$ cat src/rtl/shift_left_pipe.sv
// ============================================================================
// Module   : shift_left_pipe
// Summary  : Pipelined log-stage left shifter with a valid/ready handshake.
//            Stage k shifts by 2^k. Define SHL_ROTATE_EN to add rotate-left
//            support through the in_rot port.
// Revision : 1.0 - initial release
// ============================================================================
`default_nettype none

module shift_left_pipe #(
    parameter int WIDTH  = 64,
    parameter int STAGES = $clog2(WIDTH)
) (
    input  logic              clk,
    input  logic              rst,
    input  logic              in_valid,
    output logic              in_ready,
    input  logic [WIDTH-1:0]  in_data,
    input  logic [STAGES-1:0] in_shamt,
`ifdef SHL_ROTATE_EN
    input  logic              in_rot,
`endif
    output logic              out_valid,
    input  logic              out_ready,
    output logic [WIDTH-1:0]  out_data
);

    // Each slot carries the shift amount pre-shifted so that the bit it
    // consumes next always sits at position 0.
    logic [STAGES-1:0] r_v;
    logic [WIDTH-1:0]  r_data  [STAGES];
    logic [STAGES-1:0] r_shamt [STAGES];

    logic [STAGES-1:0] w_ready;
    logic [STAGES-1:0] w_v_in;
    logic [WIDTH-1:0]  w_d_in   [STAGES];
    logic [STAGES-1:0] w_sh_in  [STAGES];
    logic [WIDTH-1:0]  w_d_next [STAGES];

`ifdef SHL_ROTATE_EN
    logic [STAGES-1:0] r_rot;
    logic [STAGES-1:0] w_rot_in;
`endif

    function automatic logic [WIDTH-1:0] stage_shift(
        input logic [WIDTH-1:0] d,
        input logic             en,
        input logic             rot,
        input int               k
    );
        logic [WIDTH-1:0] s;
        s = d << (1 << k);
        if (rot) begin
            s = s | (d >> (WIDTH - (1 << k)));
        end
        return en ? s : d;
    endfunction

    // Ready ripples back from the sink; a slot may load if it is empty or
    // its successor is taking its current contents.
    always_comb begin
        w_ready[STAGES-1] = !r_v[STAGES-1] || out_ready;
        for (int k = STAGES - 2; k >= 0; k--) begin
            w_ready[k] = !r_v[k] || w_ready[k+1];
        end
    end

    always_comb begin
        w_v_in[0]  = in_valid;
        w_d_in[0]  = in_data;
        w_sh_in[0] = in_shamt;
`ifdef SHL_ROTATE_EN
        w_rot_in[0] = in_rot;
`endif
        for (int k = 1; k < STAGES; k++) begin
            w_v_in[k]  = r_v[k-1];
            w_d_in[k]  = r_data[k-1];
            w_sh_in[k] = r_shamt[k-1];
`ifdef SHL_ROTATE_EN
            w_rot_in[k] = r_rot[k-1];
`endif
        end
        for (int k = 0; k < STAGES; k++) begin
`ifdef SHL_ROTATE_EN
            w_d_next[k] = stage_shift(w_d_in[k], w_sh_in[k][0], w_rot_in[k], k);
`else
            w_d_next[k] = stage_shift(w_d_in[k], w_sh_in[k][0], 1'b0, k);
`endif
        end
    end

    always_ff @(posedge clk) begin
        if (rst) begin
            r_v <= '0;
        end else begin
            for (int k = 0; k < STAGES; k++) begin
                if (w_ready[k]) begin
                    r_v[k] <= w_v_in[k];
                end
            end
        end
    end

    // Payload registers are not reset; they are qualified by r_v.
    always_ff @(posedge clk) begin
        for (int k = 0; k < STAGES; k++) begin
            if (w_ready[k]) begin
                r_data[k]  <= w_d_next[k];
                r_shamt[k] <= w_sh_in[k] >> 1;
`ifdef SHL_ROTATE_EN
                r_rot[k]   <= w_rot_in[k];
`endif
            end
        end
    end

    assign in_ready  = w_ready[0];
    assign out_valid = r_v[STAGES-1];
    assign out_data  = r_data[STAGES-1];

endmodule

`default_nettype wire

$ cat config.mk
export PLATFORM = sky130hd
export DESIGN_NAME = shift_left_pipe
export DESIGN_NICKNAME = d
export VERILOG_FILES = /design/src/rtl/shift_left_pipe.sv
export SDC_FILE = /design/constraint.sdc
export NUM_CORES = 1
export LEC_CHECK = 0
export BUFFER_PORTS_ARGS = -buffer_cell sky130_fd_sc_hd__buf_2
export CORE_ASPECT_RATIO = 0.6
export CORE_MARGIN = 2
export CORE_UTILIZATION = 40
export DETAILED_ROUTE_END_ITERATION = 6
export PLACE_DENSITY = 0.68
export SLEW_MARGIN = 20
export SYNTH_ARGS = -nofsm -noshare
export SYNTH_HDL_FRONTEND = slang
export SYNTH_SLANG_ARGS = --single-unit
$ cat constraint.sdc
create_clock -name clk -period 6.59 [get_ports clk]
set_input_delay 0.659 -clock clk [delete_from_list [all_inputs] [get_ports clk]]
set_output_delay 0.659 -clock clk [all_outputs]
set_load 0.1 [all_outputs]
==> metrics.md <==
| Metric | Value |
|---|---|
| Post-CTS Repair Setup Buffers | `0` |
| Post-Syn Instances | `between 800 and 900` |
| Crit path required time | `roughly 5.9 ns` |
| Skew-Pair Late Insertion Delay | `around 0.53 ns` |
| Initial DRT Pass Iterations | `5` |
| Crit path from | `r_v[5]` |
| Slew margin rel. | `about a third` |
| Die W | `between 200 and 300 um` |
| Initial antenna violation count | `1` |
| Worst setup EP type | `output pin` |
| Largest net degree at the start of global routing | `70` |
| Reg2Reg Depth | `4` |
| P&R area growth vs syn | `14.0%` |
| Vias in the first global route | `7503` |
| PortBufs | `approximately 140` |
| GRT Total Usage | `approximately 14%` |
| Fillers | `3442` |
| Status | `finished, final reports clean` |
| Setup-failing EPs final | `0` |
| Sequential area share after synthesis | `73.3%` |
| Fin crit share | `between 40% and 50%` |
| Critical Path Source Type | `flop` |
| Tmin final | `between 3 and 4 ns` |
| Drt wl/cell | `a little under 20 um` |
| Leak pwr | `7.05 nW` |
| Synth area leader | `edfxtp_1` |
| Post-synthesis cell type count | `16` |
| CTS H-tree lvls | `2` |
| Final Hold Fails | `0` |
| CTS tree | `done` |
| Syn nets | `925` |
| Post-CTS Hold Fix Bufs | `0` |
| R2r startpoint | `r_v[5]` |
| Clk sinks | `just over 400` |
| Synthesized area | `16500 um2` |
| Overall power | `roughly 6.2 mW` |
| RSZ-0062 raised after global routing | `false` |
| DRC Markers | `0` |
| Hold Path Origin | `in_shamt[3]` |
| Most frequent cells in the layout | `edfxtp_1, mux2_2, buf_2` |
| Power density cells | `~330 nW/um2` |
| RePlAce Congestion | `0.802` |
| Initial Util | `40.7%` |
| Critical path class | `flop to output pin` |
| Die footprint | `42900 um2` |
| Row Count | `57` |
| Final slew viol count | `0` |
| Crit path DAT | `2.41 ns` |
| Max-cap violations | `0` |
| First-pass GRT wire length | `roughly 46000 um` |
| Hold WC Path Type | `input port to flop` |
| Resized cells post-CTS | `0` |
| Hold Path Depth | `1` |
| Post-layout instance area | `between 15000 and 20000 um2` |
| Clk_skew | `between 0.015 and 0.02 ns` |
| Synthesis-stage register bit count | `just over 400` |
| Root Buffer | `clkbuf_16` |
| Largest cells by area after synthesis | `edfxtp_1, mux2_2, nor2b_1` |
| Multi-input gate area | `approximately 4100 um2` |
| Cts bufs inserted | `36` |
| Most common cell after layout, fill and taps aside | `edfxtp_1` |
| Max VDD drop | `between 0.15 and 0.2 mV` |
| Total grt overflow | `0` |
| Syn avg cell area | `slightly below 20 um2` |
| HPWL Detailed | `20700 um` |
| Setup WS pre-CTS | `between 3 and 4 ns` |
| Final hold slack | `0.312 ns` |
| CTS clk-pin slew, worst paths | `approximately 0.060 ns` |
| WL final | `30400 um` |
| Via count | `between 7000 and 8000` |
| Fmax | `~330 MHz` |
| Slew at the pin closest to its max-slew limit | `between 1 and 1.5 ns` |
| N_diodes | `0` |
| Worst setup margin | `between 3 and 4 ns` |
| Die height | `161 um` |
| Register area | `between 10000 and 15000 um2` |
| Top-area cell type share of the netlist area | `between 70% and 80%` |
| DRT iter0 DRCs | `784` |
| Number of I/O pins | `140` |
| Dpl cell area | `17700 um2` |
| Clock buffer depth | `3` |
| Placeable Area | `about 41000 um2` |
| NumNets Final | `between 1000 and 1500` |
| Max FO, Critical Path | `42` |
| Total of warnings raised by yosys | `0` |
| Vias per std cell | `around 4.8` |
| Setup TNS | `0 ns` |
| Layout cells sized above 1 | `slightly above 50%` |
| Post-route ant nets | `0` |
==> logic make-up after synthesis <==
family | after synthesis | share of synthesized area, %
compound gates | 5 | 0.152
buf+inv | 48 | 1.89
flops | 405 | 73.3
mux | 321 | 21.9
simple gates | 72 | 2.72
==> final timing paths <==
path,endpoint,slack [ns]
max reg2reg,r_data[4][15],4.32
min,r_shamt[0][2],0.31
max,in_ready,3.53
min reg2reg,r_shamt[1][1],0.42
==> worst max-delay path, cell delays in order, from the launching register on <==
cell	delay [ns]
dfxtp_1	0.33
and4b_1	0.34
nand4_4	0.15
buf_4	0.47
buf_2	0.54
==> through the flow <==
step	utilization (%)	instances
after detailed placement	43.6	1490
after floorplan	-	851
after CTS	46.4	1553
final	46.4	1553
after global routing	46.4	1553
after global placement	43.6	1490
==> where the power goes <==
part	switching, mW	internal [mW]	total (mW)
Sequential	0.155	3.17	3.33
Combinational	0.549	0.275	0.825
Clock	0.898	1.16	2.05
==> cells in the mapped netlist (all sizes together) <==
cell / number
edfxtp: 399
and4b: 1
a21oi: 5
buf: 39
or2: 1
dfxtp: 6
nand3: 1
nand4: 1
nand2: 1
nor2b: 63
clkbuf: 4
nand2b: 1
mux2: 321
inv: 5
nor2: 3
==> sequential cells by signal, summed over array words and instances (netlist names) <==
name and cells:
r_v 6, r_shamt 15, r_data 384
==> layer usage <==
| metal | vias up | part of all wire [%] | track usage [%] |
|---|---|---|---|
| met1 | 3652 | 53 | 24.2 |
| met5 | - | 0 | 0 |
| met3 | 40 | 8.0 | 3.77 |
| li1 | 3581 | - | - |
| met4 | 0 | 1.2 | 2.66 |
| met2 | 229 | 37 | 17.6 |
==> area by class of cell <==
class,instances,share of cell area [%]
timing repair buffer,151,4.18
clock inverter,16,0.884
clock buffer,47,5.12
tap,531,3.53
sequential,405,64.3
inverter,5,0.0997
multi-input combinational,398,21.9
(Power assumes the default switching activity.)
